File: config.mk
export PLATFORM = sky130hd
export DESIGN_NAME = forward_history_buffer
export DESIGN_NICKNAME = d
export VERILOG_FILES = /design/src/rtl/forward_history_buffer.sv
export SDC_FILE = /design/constraint.sdc
export NUM_CORES = 1
export LEC_CHECK = 0
export CAP_MARGIN = 20
export CORE_MARGIN = 4
export CORE_UTILIZATION = 46
export DETAILED_ROUTE_END_ITERATION = 10
export PLACE_DENSITY = 0.75
export SYNTH_ARGS = -nofsm -noshare
export SYNTH_HDL_FRONTEND = slang
export SYNTH_SLANG_ARGS = --single-unit
File: constraint.sdc
create_clock -name clk -period 2.2 [get_ports clk]
set_input_delay 0.22 -clock clk [delete_from_list [all_inputs] [get_ports clk]]
set_output_delay 0.22 -clock clk [all_outputs]
set_load 0.05 [all_outputs]
File: src/rtl/forward_history_buffer.sv
// Shift history of the last FORWARDED_CLOCK_CYCLES enabled write-backs; the youngest entry matching the lookup drives forward_* with no added latency.
// Define FWD_HIT_COUNTER_EN to add hit_cnt_o, a saturating 16-bit count of enabled cycles that hit.
module forward_history_buffer #(
    parameter int DATA_WIDTH             = 4,
    parameter int KEY_WIDTH              = 2,
    parameter int HASH_ADR_WIDTH         = 2,
    parameter int NUMBER_OF_TABLES       = 2,
    parameter int FORWARDED_CLOCK_CYCLES = 2,
    localparam int TW = (NUMBER_OF_TABLES > 1) ? $clog2(NUMBER_OF_TABLES) : 1,
    localparam int CW = $clog2(FORWARDED_CLOCK_CYCLES + 1)
) (
    input  logic                      clk,
    input  logic                      reset,
    input  logic                      clk_en,
    input  logic                      flush_i,
    input  logic                      wr_valid_i,
    input  logic [TW-1:0]             wr_table_i,
    input  logic [HASH_ADR_WIDTH-1:0] wr_hash_adr_i,
    input  logic [KEY_WIDTH-1:0]      wr_key_i,
    input  logic [DATA_WIDTH-1:0]     wr_data_i,
    input  logic                      wr_updated_mem_i,
    input  logic [TW-1:0]             q_table_i,
    input  logic [HASH_ADR_WIDTH-1:0] q_hash_adr_i,
    output logic [HASH_ADR_WIDTH-1:0] forward_hash_adr_o,
    output logic [KEY_WIDTH-1:0]      forward_key_o,
    output logic [DATA_WIDTH-1:0]     forward_data_o,
    output logic                      forward_updated_mem_o,
    output logic                      forward_valid_o,
    output logic [CW-1:0]             fill_cnt_o
`ifdef FWD_HIT_COUNTER_EN
    ,
    output logic [15:0]               hit_cnt_o
`endif
);
    localparam int D = FORWARDED_CLOCK_CYCLES;

    typedef struct packed {
        logic                      valid;
        logic [TW-1:0]             tab;
        logic [HASH_ADR_WIDTH-1:0] adr;
        logic [KEY_WIDTH-1:0]      key;
        logic [DATA_WIDTH-1:0]     data;
        logic                      upd;
    } slot_t;

    slot_t [D-1:0] slots_q, slots_d;
    logic [CW-1:0] fill_q, fill_d;
    slot_t         hit_slot;
    logic          hit;

    always_comb begin
        slots_d = slots_q;
        if (clk_en) begin
            for (int k = D - 1; k > 0; k--) begin
                slots_d[k] = slots_q[k-1];
            end
            slots_d[0].valid = wr_valid_i;
            slots_d[0].tab   = wr_table_i;
            slots_d[0].adr   = wr_hash_adr_i;
            slots_d[0].key   = wr_key_i;
            slots_d[0].data  = wr_data_i;
            slots_d[0].upd   = wr_updated_mem_i;
        end
        // Flush wipes the history only; a write landing on the same edge survives.
        if (flush_i) begin
            for (int k = 0; k < D; k++) begin
                slots_d[k].valid = 1'b0;
            end
            if (clk_en) begin
                slots_d[0].valid = wr_valid_i;
            end
        end
        fill_d = '0;
        for (int k = 0; k < D; k++) begin
            fill_d = fill_d + CW'(slots_d[k].valid);
        end
    end

    always_ff @(posedge clk or negedge reset) begin
        if (!reset) begin
            slots_q <= '0;
            fill_q  <= '0;
        end else begin
            slots_q <= slots_d;
            fill_q  <= fill_d;
        end
    end

    // Scan oldest to youngest so the lowest-index match overwrites any older one.
    always_comb begin
        hit      = 1'b0;
        hit_slot = '0;
        for (int k = D - 1; k >= 0; k--) begin
            if (slots_q[k].valid && slots_q[k].tab == q_table_i &&
                slots_q[k].adr == q_hash_adr_i) begin
                hit      = 1'b1;
                hit_slot = slots_q[k];
            end
        end
        forward_valid_o       = hit;
        forward_hash_adr_o    = hit_slot.adr;
        forward_key_o         = hit_slot.key;
        forward_data_o        = hit_slot.data;
        forward_updated_mem_o = hit_slot.upd;
    end

    assign fill_cnt_o = fill_q;

`ifdef FWD_HIT_COUNTER_EN
    logic [15:0] hit_cnt_q, hit_cnt_d;

    always_comb begin
        hit_cnt_d = hit_cnt_q;
        if (flush_i) begin
            hit_cnt_d = '0;
        end else if (clk_en && hit && hit_cnt_q != 16'hFFFF) begin
            hit_cnt_d = hit_cnt_q + 16'd1;
        end
    end

    always_ff @(posedge clk or negedge reset) begin
        if (!reset) begin
            hit_cnt_q <= '0;
        end else begin
            hit_cnt_q <= hit_cnt_d;
        end
    end

    assign hit_cnt_o = hit_cnt_q;
`endif
endmodule

==> reports/results.txt <==
The floorplan step set the die width to 59.3 um. The fraction of final layout cells with drive strength greater than 1 is 0.199. The complex-gate fraction of the synthesized area is 0.0414. TritonCTS built the clock tree. Summed over all cells, the static leakage comes to 0.794 nW. The routed layout has 905 vias. For the HPWL reported at the end of detailed placement, the log shows 1790 um.

The fraction of the mapped netlist area in simple logic gates was 0.151; the reported max-cap violation count was 0. Counting the buffers created by CTS gives 3. The worst path in the final design needs a cycle of 2050 ps, including I/O delays and setup. Static timing analysis puts the maximum clock frequency at 488 MHz.

Before antenna repair, the detailed router went through 4 iterations. The kind of critical path was reg -> out. Counting along the longest clock path gives a buffer depth of 2. The run gives 24 as the CTS sink count.

For the net total in the final layout, the log shows 162. VDD sags by at most 0.000478 V. The number of setup buffers added after CTS is 0. The violation count after the first detailed-route iteration is 12, and the area of all sequential standard cells is 601 um2. After detailed routing, the average wire length per cell comes to 14.2 um. At the end of routability-driven placement, the weighted congestion stood at 0.798.

Yosys printed 0 warnings. For the worst setup path, the data required time is 1980 ps. The worst setup path is launched from a flop.

The die covers 3510 um2. The number of vias per cell is 5.29, and the overall track demand over capacity in global routing is 0.154. After synthesis the netlist holds a flip-flop and latch count of 24. The XOR/XNOR share of the synthesized area is 0.0621, and the post-synthesis mux area share is 0.185. For the number of design rule violations left after detail routing, the log shows 0. Setup repair after global routing left no endpoint under its margin. Entering global routing, the biggest net connects 25 pins. The worst setup path is captured at a primary output. For the worst-skew pair, the clock arrives at the later sink with an insertion delay of 310 ps.

The floorplan has 18 rows. Global routing finished with a remaining overflow of 0. In the synthesized netlist, the number of instances is 109.

When the netlist entered floorplanning its net count stood at 128. Post-synthesis instance area: 1210 um2. The run finished with clean final reports. The number of hold-slack violations in the final timing report was 0; the area of the multi-input gates was 544 um2. The via count of the first global-routing pass was 890; the routed wire length was 2420 um. The maximum clock skew at final layout is 2.02 ps.

The initial standard-cell utilization of the core was 0.483. Along the worst path, the maximum fanout reaches 9. The tools report the fraction of the yosys area taken by sequential cells as 0.497. Setup violations remaining at the end of the flow were counted as 0. The count of input and output buffers is 29. Synthesized area per cell: 11.1 um2.

30 I/O pins were placed. Synthesis instantiated 21 different standard cells from the library. The library cell used as clock root buffer is sky130_fd_sc_hd__clkbuf_4. In this run the vertical extent of the chip is 59.3 um. After clock tree synthesis, the clock-pin slew on the worst setup and hold paths is 120 ps.

Total power density per cell area: 568 nW/um2. Setup total negative slack on the finished layout was measured at 0 ps. The first-pass GRT wire length was 4040 um; the number of resized instances in the post-cts repair step was 0. 0 antenna diodes ended up in the layout. The logs give 0 for the number of antenna violations at the first check in global routing and 0 for the number of hold-repair buffers added at the cts stage. The count of antenna-violating nets left after detailed routing is 0. After synthesis, the largest family of logic cells by area is multiplexers. The adder-cell share of the synthesized area works out to 0.0104.

Worst hold-check path type: in -> async. The final critical-path share of the clock period came out at 0.932. The headroom to the max-slew limit was 0.667; the post-route core utilization was 0.667. In this run the standard cell core region covers 2500 um2.

The run gives 1030 ps as the worst reg-to-reg setup slack. H-tree depth: 1. After filler insertion, the fill cell instance count of the layout stands at 194.

The area growth from synthesis to layout is 37.9%. For the pin with the worst max-slew slack, the measured transition is 498 ps. The data arrival time of the worst path was 1830 ps; the number of pins with negative max-slew slack in the final report was 0.
critical path, stage by stage (launching register included):
cell and delay [ps]:
sky130_fd_sc_hd__dfrtp_1 430, sky130_fd_sc_hd__xnor2_2 450, sky130_fd_sc_hd__nand4_1 150, sky130_fd_sc_hd__mux2i_1 310, sky130_fd_sc_hd__buf_12 180
synth_stat cells, drive strengths merged:
library cell,number,area (um2)
inv,9,33.8
nand4,10,62.6
nand2b,1,6.26
mux2i,10,100
and2,8,57.6
o21ai,10,50.0
mux2,11,124
and3,1,6.26
nand2,11,41.3
xnor2,6,75.1
ha,1,12.5
dfrtp,24,601
buf,4,26.3
nand3,1,5.00
nor2,1,3.75
clkbuf,1,3.75
where the power goes:
part	switching (mW)	total [mW]	internal [mW]
sequential	0.0298	0.517	0.487
combinational	0.127	0.244	0.117
clock	0.121	0.185	0.0640
placed cells by master (no fill, tap or decap), types with 2 or more instances in the layout:
cell / count
sky130_fd_sc_hd__and2_2: 6
sky130_fd_sc_hd__xnor2_2: 3
sky130_fd_sc_hd__mux2_1: 10
sky130_fd_sc_hd__o21ai_0: 9
sky130_fd_sc_hd__mux2i_1: 10
sky130_fd_sc_hd__clkbuf_4: 3
sky130_fd_sc_hd__buf_12: 10
sky130_fd_sc_hd__buf_4: 5
sky130_fd_sc_hd__nand4_1: 10
sky130_fd_sc_hd__inv_1: 9
sky130_fd_sc_hd__clkdlybuf4s50_1: 19
sky130_fd_sc_hd__xnor2_1: 3
sky130_fd_sc_hd__nand2_1: 11
sky130_fd_sc_hd__and2_1: 2
sky130_fd_sc_hd__dfrtp_1: 24
layer usage:
| layer | track usage | up-vias | part of all wire |
|---|---|---|---|
| met5 | 0 | - | 0 |
| li1 | - | 436 | - |
| met3 | 0.0305 | 6 | 0.036 |
| met1 | 0.191 | 447 | 0.44 |
| met4 | 0.0744 | 0 | 0.020 |
| met2 | 0.256 | 16 | 0.51 |
layout make-up:
class	count	share of cell area
well taps	30	0.0225
flip-flops and latches	24	0.360
inverters	9	0.0203
repair buffers	34	0.257
multi-input cells	71	0.327
clock buffers	3	0.0135
path summary, 6_finish.rpt:
check | start | end | depth (start not counted)
setup / recovery | slots_q[18]$_DFFE_PN0P_ | forward_data_o[0] | 4
hold / removal | reset | fill_cnt_o[0]$_DFF_PN0_ | 2
setup reg to reg | slots_q[21]$_DFF_PN0_ | fill_cnt_o[0]$_DFF_PN0_ | 3
hold reg to reg | slots_q[11]$_DFFE_PN0P_ | slots_q[11]$_DFFE_PN0P_ | 1
max in group asynchronous | reset | slots_q[4]$_DFFE_PN0P_ | 2
min in group clk | wr_data_i[1] | slots_q[2]$_DFFE_PN0P_ | 3
registers in the layout, summed over array words and instances, names as in the netlist:
name,cells
slots_q,22
fill_cnt_o,2
per-stage QoR:
step           instance area (um2)  power (mW)  std cells  hold slack, ps  setup slack, ps
6_report                      1670       0.946        171             247              149
3_3_place_gp                  1640       0.762        168             459              237
2_1_floorplan                 1210       0.656        109           -75.6              321
3_5_place_dp                  1640       0.772        168             470              236
4_1_cts                       1670       0.962        171             242              149
5_1_grt                       1670        1.00        171             262             14.6
cell families after synthesis:
kind of cell,after synthesis
xor gates and xnor gates,6
DFF,24
muxes,21
and+or+nand+nor,33
adders and majority gates,1
buffers and inverters,14
AOI/OAI and AO/OA,10
Note: power is estimated with default switching activity, not from simulation.
